**src/rtl/matrix_loader_if.sv**
```systemverilog
// Element stream, control and matrix result bundle for matrix_loader.
// The loader takes the slave side; whoever feeds and drains it takes master.
interface matrix_loader_if #(
  parameter int ELEM_W = 8,
  parameter int N_ELEM = 25
);
  logic                       in_valid;
  logic                       in_ready;
  logic [ELEM_W-1:0]          in_data;
  logic                       single;
  logic                       abort;
  logic                       out_valid;
  logic                       out_ready;
  logic [ELEM_W*N_ELEM-1:0]   matrix_a;
  logic [ELEM_W*N_ELEM-1:0]   matrix_b;
  logic [4:0]                 elem_cnt;

  modport master (
    output in_valid, in_data, single, abort, out_ready,
    input  in_ready, out_valid, matrix_a, matrix_b, elem_cnt
  );

  modport slave (
    input  in_valid, in_data, single, abort, out_ready,
    output in_ready, out_valid, matrix_a, matrix_b, elem_cnt
  );
endinterface

```
**src/rtl/matrix_loader.sv**
```systemverilog
// Assembles two row-major matrices (A, then B) from an element stream and
// presents them to the operator stage until it acknowledges with out_ready.
module matrix_loader #(
  parameter int ELEM_W = 8,
  parameter int N_ELEM = 25
) (
  input  logic            clk,
  input  logic            rst_n,
  matrix_loader_if.slave  bus
);

  localparam int MAT_W = ELEM_W * N_ELEM;

  typedef enum logic [1:0] {
    LOAD_A = 2'd0,
    LOAD_B = 2'd1,
    HOLD   = 2'd2
  } state_t;

  state_t            state, state_nxt;
  logic [4:0]        cnt, cnt_nxt;
  logic [MAT_W-1:0]  mat_a, mat_b;

  logic xfer;
  logic last;
  logic wr_a;
  logic wr_b;
  logic clr_b;

  assign bus.in_ready  = (state != HOLD);
  assign bus.out_valid = (state == HOLD);
  assign bus.matrix_a  = mat_a;
  assign bus.matrix_b  = mat_b;
  assign bus.elem_cnt  = cnt;

  assign xfer  = bus.in_valid && bus.in_ready;
  assign last  = (cnt == 5'(N_ELEM - 1));

  // abort wins over any coincident transfer, so it gates every write enable.
  assign wr_a  = xfer && !bus.abort && (state == LOAD_A);
  assign wr_b  = xfer && !bus.abort && (state == LOAD_B);
  assign clr_b = wr_a && last && bus.single;

  always_comb begin
    // NOTE: every always_comb output gets a default first so no path can infer a latch.
    state_nxt = state;
    cnt_nxt   = cnt;

    case (state)
      LOAD_A: begin
        if (xfer) begin
          cnt_nxt = last ? 5'd0 : cnt + 5'd1;
          if (last) state_nxt = bus.single ? HOLD : LOAD_B;
        end
      end
      LOAD_B: begin
        if (xfer) begin
          cnt_nxt = last ? 5'd0 : cnt + 5'd1;
          if (last) state_nxt = HOLD;
        end
      end
      HOLD: begin
        if (bus.out_ready) begin
          state_nxt = LOAD_A;
          cnt_nxt   = 5'd0;
        end
      end
      default: begin
        state_nxt = LOAD_A;
        cnt_nxt   = 5'd0;
      end
    endcase

    if (bus.abort) begin
      state_nxt = LOAD_A;
      cnt_nxt   = 5'd0;
    end
  end

  // NOTE: sequential state uses non-blocking assignments so all registers update together.
  always_ff @(posedge clk or negedge rst_n) begin
    if (!rst_n) begin
      state <= LOAD_A;
      cnt   <= 5'd0;
    end else begin
      state <= state_nxt;
      cnt   <= cnt_nxt;
    end
  end

  // NOTE: the matrix registers are reset as well, because their zero value is visible on the outputs during reset.
  always_ff @(posedge clk or negedge rst_n) begin
    if (!rst_n) begin
      mat_a <= '0;
      mat_b <= '0;
    end else begin
      if (wr_a) mat_a[ELEM_W*cnt +: ELEM_W] <= bus.in_data;
      if (wr_b) mat_b[ELEM_W*cnt +: ELEM_W] <= bus.in_data;
      if (clr_b) mat_b <= '0;
    end
  end

endmodule

```
**src/flat_wrapper.sv**
```systemverilog
// flat-port wrapper written by rule: the top's interface ports become plain ports
module matrix_loader_flat 
#(
  parameter int ELEM_W = 8,
  parameter int N_ELEM = 25
)
  (clk, rst_n, bus_in_valid, bus_in_data, bus_single, bus_abort, bus_out_ready, bus_in_ready, bus_out_valid, bus_matrix_a, bus_matrix_b, bus_elem_cnt);
  matrix_loader_if #(.ELEM_W(ELEM_W), .N_ELEM(N_ELEM)) bus_i ();
  input  logic clk;
  input  logic rst_n;
  input wire logic [$bits(bus_i.in_valid)-1:0] bus_in_valid;
  input wire logic [$bits(bus_i.in_data)-1:0] bus_in_data;
  input wire logic [$bits(bus_i.single)-1:0] bus_single;
  input wire logic [$bits(bus_i.abort)-1:0] bus_abort;
  input wire logic [$bits(bus_i.out_ready)-1:0] bus_out_ready;
  output wire logic [$bits(bus_i.in_ready)-1:0] bus_in_ready;
  output wire logic [$bits(bus_i.out_valid)-1:0] bus_out_valid;
  output wire logic [$bits(bus_i.matrix_a)-1:0] bus_matrix_a;
  output wire logic [$bits(bus_i.matrix_b)-1:0] bus_matrix_b;
  output wire logic [$bits(bus_i.elem_cnt)-1:0] bus_elem_cnt;
  assign bus_i.in_valid = bus_in_valid;
  assign bus_i.in_data = bus_in_data;
  assign bus_i.single = bus_single;
  assign bus_i.abort = bus_abort;
  assign bus_i.out_ready = bus_out_ready;
  assign bus_in_ready = bus_i.in_ready;
  assign bus_out_valid = bus_i.out_valid;
  assign bus_matrix_a = bus_i.matrix_a;
  assign bus_matrix_b = bus_i.matrix_b;
  assign bus_elem_cnt = bus_i.elem_cnt;
  matrix_loader #(.ELEM_W(ELEM_W), .N_ELEM(N_ELEM)) u_core (.clk(clk), .rst_n(rst_n), .bus(bus_i));
endmodule
```
**config.mk**
```make
export PLATFORM = sky130hd
export DESIGN_NAME = matrix_loader_flat
export DESIGN_NICKNAME = d
export VERILOG_FILES = /design/src/rtl/matrix_loader_if.sv /design/src/rtl/matrix_loader.sv /design/src/flat_wrapper.sv
export SDC_FILE = /design/constraint.sdc
export NUM_CORES = 1
export LEC_CHECK = 0
export ABC_AREA = 1
export BUFFER_PORTS_ARGS = -buffer_cell sky130_fd_sc_hd__buf_2
export CORE_AREA = 5 5 227 229
export DETAILED_ROUTE_END_ITERATION = 12
export DIE_AREA = 0 0 232 234
export PLACE_DENSITY_LB_ADDON = 0.25
export REMOVE_ABC_BUFFERS = 1
export SLEW_MARGIN = 25
export SYNTH_ARGS = -nofsm -noshare
export SYNTH_HDL_FRONTEND = slang
export SYNTH_SLANG_ARGS = --single-unit
```
**constraint.sdc**
```tcl
create_clock -name clk -period 3.1 [get_ports clk]
set_input_delay 0.62 -clock clk [delete_from_list [all_inputs] [get_ports clk]]
set_output_delay 0.62 -clock clk [all_outputs]
set_load 0.005 [all_outputs]
```
==> results by group, run 1 <==
Yosys
  – Avg Cell Area, Syn: between 8 and 9 µm²
  – Mapped Cells: 1,960
  – Synth warn: 0
  – Top FF cell, synth: dfrtp_1
  – EDFF count, synth: 0
  – Post-synthesis sequential area ratio: 0.5961
  – Top-area cell type share of the netlist area: 0.5961
  – FF+latch count, synth: slightly above 400
  – Cell area after synthesis: roughly 17,000 µm²
  – Number of distinct library cells after synthesis: 33
  – Share of flip-flops with an asynchronous set or reset: 1.000
  – Top cells by area, synth: dfrtp_1, nand2_1, o21ai_0
  – Leading area contributor after synthesis: dfrtp_1

Timing
  – Crit share post-route: 0.9323
  – Relative slew slack: 0.3552
  – Clock skew: around 0.014 ns
  – Unrepaired setup endpoints after global routing: false
  – Achievable Freq: 346.0 MHz
  – Max Slew Vio Count: 0
  – PnR worst setup slack: around 0.21 ns
  – Worst hold slack: roughly 0.1 ns
  – Final setup vio count: 0
  – Final critical-path required period: just under 3 ns
  – Fin. Hold Viols: 0
  – Worst-margin pin slew: 0.9662 ns

Floorplan
  – CORE AREA: 49,450 µm²
  – I/O pins: ~420
  – Cell Rows: between 80 and 90
  – Die ar.: about 54,000 µm²
  – Die Y: between 200 and 250 µm
  – Initial Util: 0.3455
  – Die Width: ~230 µm

Place
  – Cells after DPL: between 3,000 and 4,000
  – DP Worst Slack: 0.09955 ns
  – IO buf count: 420
  – Placer Congestion: between 0.8 and 0.9
  – Post-DP HPWL: between 40,000 and 50,000 µm

Cells and area
  – Final net count: 2,416
  – Syn-to-layout area delta: 26.95%
  – Layout fillers: 5,014
  – Post-route insts no fill: between 3,000 and 4,000
  – Most common cell after layout, fill and taps aside: nand2_1
  – Commonest cells after routing, fill and taps aside: nand2_1, buf_2, dfrtp_1
  – Layout cells sized above 1: 0.2509
  – Core Util, Final: 0.4386

Flow run
  – Number of max-cap violations: 0

Routing
  – Detailed Route Iter0 Violations: approximately 1,100
  – Pre-Repair DR Iteration Count: 6
  – Via count: ~16,000
  – DR WL/cell: a little over 20 µm
  – Residual DRC: 0
  – Post-route ant nets: 0
  – Drt via density: ~5
  – DRT Wirelength: 63,800 µm

Global route
  – Global-route wire length before repair: between 90,000 and 100,000 µm
  – Grt total ovfl: 0
  – Pin count of the biggest net entering global routing: 89
  – Vias in the first global route: between 15,000 and 20,000
  – Initial antenna violation count: 2
  – GRT Util Overall: 0.2283

Critical path
  – Crit-path leading delay family: simple AND/OR/NAND/NOR gates
  – CP cell instances: inv_1 -> ha_1 -> nand2_1 -> nor2_1 -> ha_2 -> buf_6 -> inv_1 -> buf_4 -> nor2_1 -> nand2_1 -> o21ai_0
  – Buf+Inv Stages, Crit Path: 4
  – CP max stage delay: about 0.36 ns
  – Critical Path Start Type: flop
  – Worst Setup End Kind: flop
  – Max FO, Critical Path: 22
  – Req. time, crit path: between 3 and 4 ns
  – Worst path slowest cell: nand2_1
  – Arrival time at the worst endpoint: around 3.4 ns
  – Kind of critical path: reg2reg

CTS
  – Clk root buf: clkbuf_16
  – CTS clk-pin slew, worst paths: about 0.06 ns
  – Cts bufs inserted: 44
  – Worst-Skew Late Latency: 0.56 ns
  – Cts hold-fix bufs: 0
  – CTS tree: yes
  – Max Buffers Root-to-Sink: 3
  – CTS H-Tree Depth: 2
  – CTS Sinks: roughly 410

Power and ir drop
  – PwrDens: 657.0 nW/µm²
  – Total power draw: 14.25 mW
  – VDD IR-drop max: 0.4604 mV
  – LEAKAGE: about 12 nW

Min path
  – Tightest Hold Check Type: in2async

Status
  – Status: finished clean
[where the power goes]
part | leakage (nW) | internal, mW | switching [mW]
clock | 0.698 | 3.08 | 2.14
sequential | 5.68 | 5.41 | 0.0612
combinational | 5.84 | 0.737 | 2.82
total | 12.2 | 9.23 | 5.02
[cell usage after synthesis (4+ instances only)]
cell	number
a21oi_1	17
buf_1	13
buf_2	31
buf_4	4
clkbuf_1	32
dfrtp_1	407
inv_1	102
inv_2	10
nand2_1	689
nand2_2	9
nand3_1	195
nand3_2	7
nand4_1	49
nor2_1	109
nor2_2	12
nor2_4	4
nor3_1	17
o21ai_0	208
o21ai_1	13
o31ai_1	9
[path summary, 6_finish.rpt]
check	startpoint	to	slack, ns	cells after the start
max	u_core.bus.elem_cnt[0]	u_core.bus.matrix_a[32]	0.21	11
min	rst_n	u_core.bus.matrix_a[36]	0.10	1
max reg2reg	u_core.bus.elem_cnt[0]	u_core.bus.matrix_a[32]	0.21	11
min in group clk	bus_in_data[3]	u_core.bus.matrix_b[3]	0.37	3
min reg2reg	u_core.bus.matrix_a[8]	u_core.bus.matrix_a[8]	0.47	2
max in group asynchronous	rst_n	u_core.bus.matrix_a[85]	2.13	2
[final cells by class]
type | instances | area (µm²) | area share
antenna | 1 | 2.502 | 0.0001154
clock buffer | 65 | 1271 | 0.05861
clock inverter | 13 | 142.6 | 0.006576
inverter | 113 | 425.4 | 0.01961
multi-input combinational | 1359 | 6176 | 0.2847
sequential | 407 | 10190 | 0.4696
tap | 672 | 840.8 | 0.03876
timing repair buffer | 474 | 2646 | 0.1220
[flip-flops by register name, summed over array words and instances, names as in the netlist]
| signal | cells |
|---|---|
| u_core.state | 2 |
| u_core.bus.elem_cnt | 5 |
| u_core.bus.matrix_a | 200 |
| u_core.bus.matrix_b | 200 |
[repair_timing]
action | in CTS | in global routing
buffers inserted | 0 | 3
endpoints found under the setup margin | 0 | 96
gates resized for setup | 0 | 13
[through the flow]
step	TNS [ns]	area [µm²]
floorplan	-257.79	16720
global placement	0	20210
detailed placement	0	20210
CTS	0	21620
global route	0	21690
finish	0	21690
[layer usage]
metal	wire length [µm]	GRT usage
met2	30280	0.3716
met5	13	0
met4	2092	0.07939
met3	4793	0.05315
met1	26620	0.3025
[kinds of logic (layout without fill, tap and decap cells)]
logic type | Yosys count | after routing | synth area share
xor gates and xnor gates | 1 | 1 | 0.0009522
DFF | 407 | 407 | 0.5961
buffers and inverters | 194 | 665 | 0.04621
AOI/OAI and AO/OA | 251 | 251 | 0.07557
adders and majority gates | 3 | 3 | 0.002197
and+or+nand+nor | 1104 | 1104 | 0.2790
other | 0 | 1 | 0
Power figures use the tool's default switching activity.
==> run 2: changes to the inputs <==
--- a/config.mk
+++ b/config.mk
@@ -7,10 +7,11 @@
 export LEC_CHECK = 0
 export ABC_AREA = 1
 export BUFFER_PORTS_ARGS = -buffer_cell sky130_fd_sc_hd__buf_2
-export CORE_AREA = 5 5 227 229
+export CORE_AREA = 5 5 197 199
 export DETAILED_ROUTE_END_ITERATION = 12
-export DIE_AREA = 0 0 232 234
+export DIE_AREA = 0 0 202 204
 export PLACE_DENSITY_LB_ADDON = 0.25
+export RECOVER_POWER = 50
 export REMOVE_ABC_BUFFERS = 1
 export SLEW_MARGIN = 25
 export SYNTH_ARGS = -nofsm -noshare
==> run 2 against run 1 <==
Effect of this change:
- the flow now finishes with violations (capacitance limit, slew limit)
- global-route usage rose by 5.7 points
- sequential share of layout area increased by 1.3 points
- worst hold slack improved by 0.27 ns
- sequential cell count did not move
- critical endpoint is now u_core.bus.matrix_a[173]
==> results by group, run 2 (synthesis results as in run 1) <==
Floorplan
  – Die Width: around 200 µm
  – Die Y: 204 µm
  – I/O pins: 421
  – CORE AREA: 37,040 µm²
  – Die ar.: between 40,000 and 50,000 µm²
  – Initial Util: 0.4612
  – Cell Rows: 71

Cells and area
  – Post-route insts no fill: 2,899
  – # diodes: 0
  – Final net count: about 2,400
  – Core Util, Final: 0.5701
  – Most common cell after layout, fill and taps aside: nand2_1
  – Commonest cells after routing, fill and taps aside: nand2_1, dfrtp_1, buf_2
  – Layout cells sized above 1: 0.1946
  – Syn-to-layout area delta: 23.60%

Power and ir drop
  – VDD IR-drop max: ~0.44 mV
  – LEAKAGE: approximately 12 nW
  – PwrDens: about 660 nW/µm²

Routing
  – Drt via density: ~5.4
  – Detailed Route Iter0 Violations: between 1,000 and 1,500
  – Pre-Repair DR Iteration Count: 6
  – DRT Wirelength: ~59,000 µm
  – Residual DRC: 0
  – Via count: ~16,000
  – Post-route ant nets: 0
  – DR WL/cell: between 20 and 25 µm

Timing
  – Worst-margin pin slew: between 2 and 2.5 ns
  – Worst hold slack: approximately 0.37 ns
  – PnR worst setup slack: between 0.15 and 0.2 ns
  – Crit share post-route: 0.9455
  – Max Slew Vio Count: 77
  – Final critical-path required period: 2.931 ns
  – Fin. Hold Viols: 0
  – Achievable Freq: around 340 MHz
  – Final setup vio count: 0
  – Clock skew: 0.01577 ns
  – Unrepaired setup endpoints after global routing: true
  – Relative slew slack: -0.4793

Global route
  – Initial antenna violation count: 0
  – Pin count of the biggest net entering global routing: 84
  – Vias in the first global route: approximately 16,000
  – Grt total ovfl: 0
  – GRT Util Overall: 0.2851
  – Global-route wire length before repair: roughly 92,000 µm

CTS
  – Clk root buf: clkbuf_16
  – CTS clk-pin slew, worst paths: 0.06 ns
  – CTS Sinks: between 400 and 500
  – CTS H-Tree Depth: 2
  – Cts bufs inserted: 43
  – Max Buffers Root-to-Sink: 3
  – Worst-Skew Late Latency: around 0.56 ns
  – Cts hold-fix bufs: 0
  – CTS tree: yes

Place
  – Post-DP HPWL: ~43,000 µm
  – Placer Congestion: around 0.87
  – IO buf count: 420
  – Cells after DPL: 2,816
  – DP Worst Slack: 0.05132 ns

Critical path
  – Worst path most repeated cell: nand2_1
  – CP max stage delay: roughly 0.46 ns
  – Critical Path Start Type: flop
  – R2R depth: 11
  – FF-to-FF Start: u_core.bus.elem_cnt[1]
  – Arrival time at the worst endpoint: about 3.4 ns
  – Max FO, Critical Path: 11
  – Req. time, crit path: between 3 and 4 ns
  – Worst Setup End Kind: flop
  – CP Launch Point: u_core.bus.elem_cnt[1]
  – CP cell instances: inv_1 -> ha_1 -> nand2_1 -> nor2_1 -> ha_1 -> inv_1 -> nand4_1 -> buf_4 -> nor2_1 -> nand2_1 -> nand2_1
  – Kind of critical path: reg2reg
  – Worst path slowest cell: inv_1
  – Crit-path leading delay family: simple AND/OR/NAND/NOR gates
  – Worst path depth: 11
  – Buf+Inv Stages, Crit Path: 3

Min path
  – Worst Hold Launch: bus_in_data[3]
  – Tightest Hold Check Type: in2reg
  – WHS Path Cells: 3

Flow run
  – Number of max-cap violations: 1

Status
  – Failing checks: capacitance limit, slew limit
  – Status: complete, but fails checks
-- run 2: cell count changes in the layout (fill, tap and decap cells not counted), sizes merged --
cell      delta
buf        -142
clkbuf     +140
clkinv       -4
bufinv       -1
clkinvlp     +1
diode        -1
-- run 2: repair_timing --
action	in CTS	in global routing
resized for setup	0	15
endpoints found under the setup margin	0	128
setup buffers	0	4
-- run 2: cell type report --
| class | instances | area, µm² |
|---|---|---|
| inverter | 113 | 425.4 |
| tap | 474 | 593.1 |
| clock inverter | 9 | 103.9 |
| fill | 3405 | 15930 |
| sequential | 407 | 10190 |
| multi-input combinational | 1359 | 6171 |
| clock buffer | 70 | 1300 |
| timing repair buffer | 467 | 2340 |
-- run 2: worst register-to-register path, delay by kind of cell, from the launching register on --
family                   cells  cell delay, ns
buffers and inverters        3            0.79
flip-flops                   1            0.43
adder cells (fa/ha/maj)      2            0.52
AND/OR/NAND/NOR              6            1.13
-- run 2: worst paths after layout --
path | end | slack, ns
hold / removal | u_core.bus.matrix_b[3] | 0.37
min in group asynchronous | u_core.bus.matrix_b[194] | 0.72
hold reg to reg | u_core.bus.matrix_b[127] | 0.47
setup reg to reg | u_core.bus.matrix_a[173] | 0.17
max in group asynchronous | u_core.bus.matrix_b[70] | 0.52
setup / recovery | u_core.bus.matrix_a[173] | 0.17
-- run 2: report_power, final --
group / switching, mW / total (mW) / internal, mW
sequential: 0.0759 / 5.49 / 5.41
clock: 2.11 / 5.14 / 3.03
combinational: 2.69 / 3.34 / 0.647
total: 4.88 / 14.0 / 9.09
-- run 2: routing by layer --
metal / global-route usage / share of wire / up-vias
met1: 0.3912 / 0.42 / 7570
met2: 0.4509 / 0.47 / 668
met5: 0 / 0 / -
met4: 0.09692 / 0.032 / 0
li1: - / - / 7246
met3: 0.06696 / 0.084 / 106
-- run 2: through the flow --
| stage | area [µm²] | setup TNS, ns | power [mW] |
|---|---|---|---|
| after floorplan | 16720 | -257.79 | 7.258 |
| after global placement | 19850 | 0 | 8.847 |
| after detailed placement | 19850 | 0 | 8.880 |
| after CTS | 21250 | 0 | 14.03 |
| after global routing | 21120 | -0.007569 | 14.56 |
| final | 21120 | 0 | 13.97 |
==> run 3: changes to the inputs <==
--- a/config.mk
+++ b/config.mk
@@ -7,11 +7,11 @@
 export LEC_CHECK = 0
 export ABC_AREA = 1
 export BUFFER_PORTS_ARGS = -buffer_cell sky130_fd_sc_hd__buf_2
-export CORE_AREA = 5 5 197 199
+export CORE_AREA = 5 5 206 208
 export DETAILED_ROUTE_END_ITERATION = 12
-export DIE_AREA = 0 0 202 204
+export DIE_AREA = 0 0 211 213
 export PLACE_DENSITY_LB_ADDON = 0.25
-export RECOVER_POWER = 50
+export RECOVER_POWER = 100
 export REMOVE_ABC_BUFFERS = 1
 export SLEW_MARGIN = 25
 export SYNTH_ARGS = -nofsm -noshare
==> run 3 against run 2 <==
Effect of this change:
- the run still ends with capacitance limit, slew limit left
- worst setup slack lost 0.053 ns
- utilization down 5.0 points
- total power decreased by 0.38%
- clock skew down 0.0059 ns
- worst hold slack gained 0.0051 ns
- non-clock buffer count grew 11
- clock power fell by 3%
- die area increased by 9.1%
- register-to-register slack got worse by 0.05 ns
- global-route usage decreased by 2.2 points
- first-iteration DRC count rose by 14%
- largest power group unchanged
==> results by group, run 3 (synthesis results as in run 1) <==
Power and ir drop
  – Clk pwr share: 0.358
  – PwrDens: between 600 and 700 nW/µm²
  – VDD IR-drop max: 0.4857 mV
  – LEAKAGE: roughly 11 nW
  – Int Power: between 9 and 10 mW
  – Seq pwr share: 0.394
  – Comb pwr share: 0.247
  – Switch share: 0.3523
  – Switching power: 4.904 mW

Global route
  – Pin count of the biggest net entering global routing: 91
  – Vias in the first global route: around 15,000
  – Grt total ovfl: 0
  – GRT Util Overall: 0.2630
  – Global-route wire length before repair: roughly 92,000 µm
  – Initial antenna violation count: 2

Critical path
  – Max FO, Critical Path: 11
  – Arrival time at the worst endpoint: 3.48 ns
  – Critical Path Start Type: flop
  – FF-to-FF Start: u_core.bus.elem_cnt[1]
  – CP Capture Point: u_core.bus.matrix_b[158]
  – Req. time, crit path: between 3 and 4 ns
  – Reg2Reg Setup Slack: 0.12 ns
  – FF-to-FF End: u_core.bus.matrix_b[158]
  – Kind of critical path: reg2reg
  – CP Launch Point: u_core.bus.elem_cnt[1]
  – R2R depth: 12
  – Worst Setup End Kind: flop

CTS
  – CTS clk-pin slew, worst paths: around 0.06 ns
  – CTS tree: yes
  – Cts hold-fix bufs: 0
  – Max Buffers Root-to-Sink: 3
  – Worst-Skew Late Latency: 0.55 ns
  – Clk root buf: clkbuf_16
  – CTS Sinks: about 410
  – Cts bufs inserted: 43
  – CTS H-Tree Depth: 2

Place
  – IO buf count: 420
  – Placer Congestion: between 0.8 and 0.9
  – Post-DP HPWL: ~44,000 µm
  – DP Worst Slack: 0.1380 ns

Floorplan
  – Die Width: between 200 and 250 µm
  – Die Y: 213 µm
  – Initial Util: 0.4233
  – CORE AREA: just over 40,000 µm²
  – Die ar.: ~45,000 µm²
  – Cell Rows: between 70 and 80
  – I/O pins: roughly 420

Timing
  – Fin. Hold Viols: 0
  – Final setup vio count: 0
  – Max Slew Vio Count: 86
  – Achievable Freq: 335.1 MHz
  – Relative slew slack: -0.6589
  – Crit share post-route: 0.9626
  – PnR worst setup slack: between 0.1 and 0.15 ns
  – Unrepaired setup endpoints after global routing: true
  – Final critical-path required period: 2.984 ns
  – Worst-margin pin slew: ~2.5 ns
  – Clock skew: between 0.009 and 0.01 ns

Flow run
  – Number of max-cap violations: 1

Routing
  – Drt via density: around 5.3
  – Post-route ant nets: 0
  – DRT Wirelength: between 60,000 and 70,000 µm
  – Detailed Route Iter0 Violations: about 1,400
  – Residual DRC: 0
  – DR WL/cell: between 20 and 25 µm
  – Pre-Repair DR Iteration Count: 5
  – Via count: ~16,000

Min path
  – Tightest Hold Check Type: in2reg
  – Worst Hold Launch: bus_in_data[3]

Status
  – Failing checks: capacitance limit, slew limit
  – Status: complete, but fails checks

Cells and area
  – Most common cell after layout, fill and taps aside: nand2_1
  – Final net count: 2,419
  – Layout cells sized above 1: 0.1226
  – # diodes: 0
  – Syn-to-layout area delta: 22.83%
  – Core Util, Final: 0.5199
  – Commonest cells after routing, fill and taps aside: nand2_1, dfrtp_1, clkbuf_1
-- run 3: critical path: stages (launching register included) --
cell and delay [ns]:
dfrtp_1 0.44, inv_1 0.09, ha_1 0.21, nand2_1 0.16, nor2_1 0.07, ha_2 0.18
inv_1 0.09, nand4_1 0.18, nor2_1 0.31, nand4_1 0.43, nor2_1 0.55, nand2_1 0.12
nand2_1 0.09
-- run 3: cell type report --
cell class / count / area [µm²]
Clock inverter: 7 / 70.07
Fill cell: 3981 / 19380
Multi-Input combinational cell: 1359 / 6136
Timing Repair Buffer: 478 / 2232
Sequential cell: 407 / 10190
Inverter: 113 / 425.4
Tap cell: 532 / 665.6
Clock buffer: 66 / 1272
-- run 3: how the worst min path moves through the flow --
stage | endpoint | slack (ns) | depth (start not counted)
finish | u_core.bus.matrix_a[3] | 0.37 | 3
global route | u_core.bus.matrix_a[5] | 0.36 | 3
CTS | u_core.bus.matrix_a[38] | 0.11 | 1
detailed placement | u_core.bus.matrix_a[136] | 0.46 | 2
global placement | u_core.bus.matrix_a[104] | 0.45 | 2
floorplan | u_core.bus.elem_cnt[0] | 0.32 | 0
-- run 3: what timing repair did --
action / CTS / global route
endpoints found under the setup margin: 0 / 42
resized for setup: 0 / 2
buffers inserted: 0 / 4
endpoints found under the hold margin: 0 / 0
-- run 3: layer usage --
layer	vias up	global-route usage	wire, µm
met5	-	0	32
met4	4	0.08875	1868
met3	110	0.06715	5052
met2	625	0.4148	27890
met1	7599	0.3582	25580
li1	7264	-	-
-- run 3: power by group through the flow --
stage | clock [mW] | sequential [mW] | combinational [mW]
finish | 4.99 | 5.49 | 3.44
global route | 5.31 | 5.50 | 3.71
CTS | 5.08 | 5.49 | 3.46
detailed placement | 0 | 5.58 | 3.46
global placement | 0 | 5.58 | 3.42
floorplan | 0 | 5.63 | 1.63
-- run 3: stage by stage --
step	instances	setup TNS [ns]	instance area, µm²	power (mW)	hold slack [ns]
after floorplan	1879	-257.79	16720	7.258	0.3244
after global placement	2885	0	20030	8.995	0.4520
after detailed placement	2885	0	20030	9.041	0.4570
after CTS	2958	0	21370	14.03	0.1085
after global routing	2962	-3.699	20990	14.52	0.3650
final	2962	0	20990	13.92	0.3749
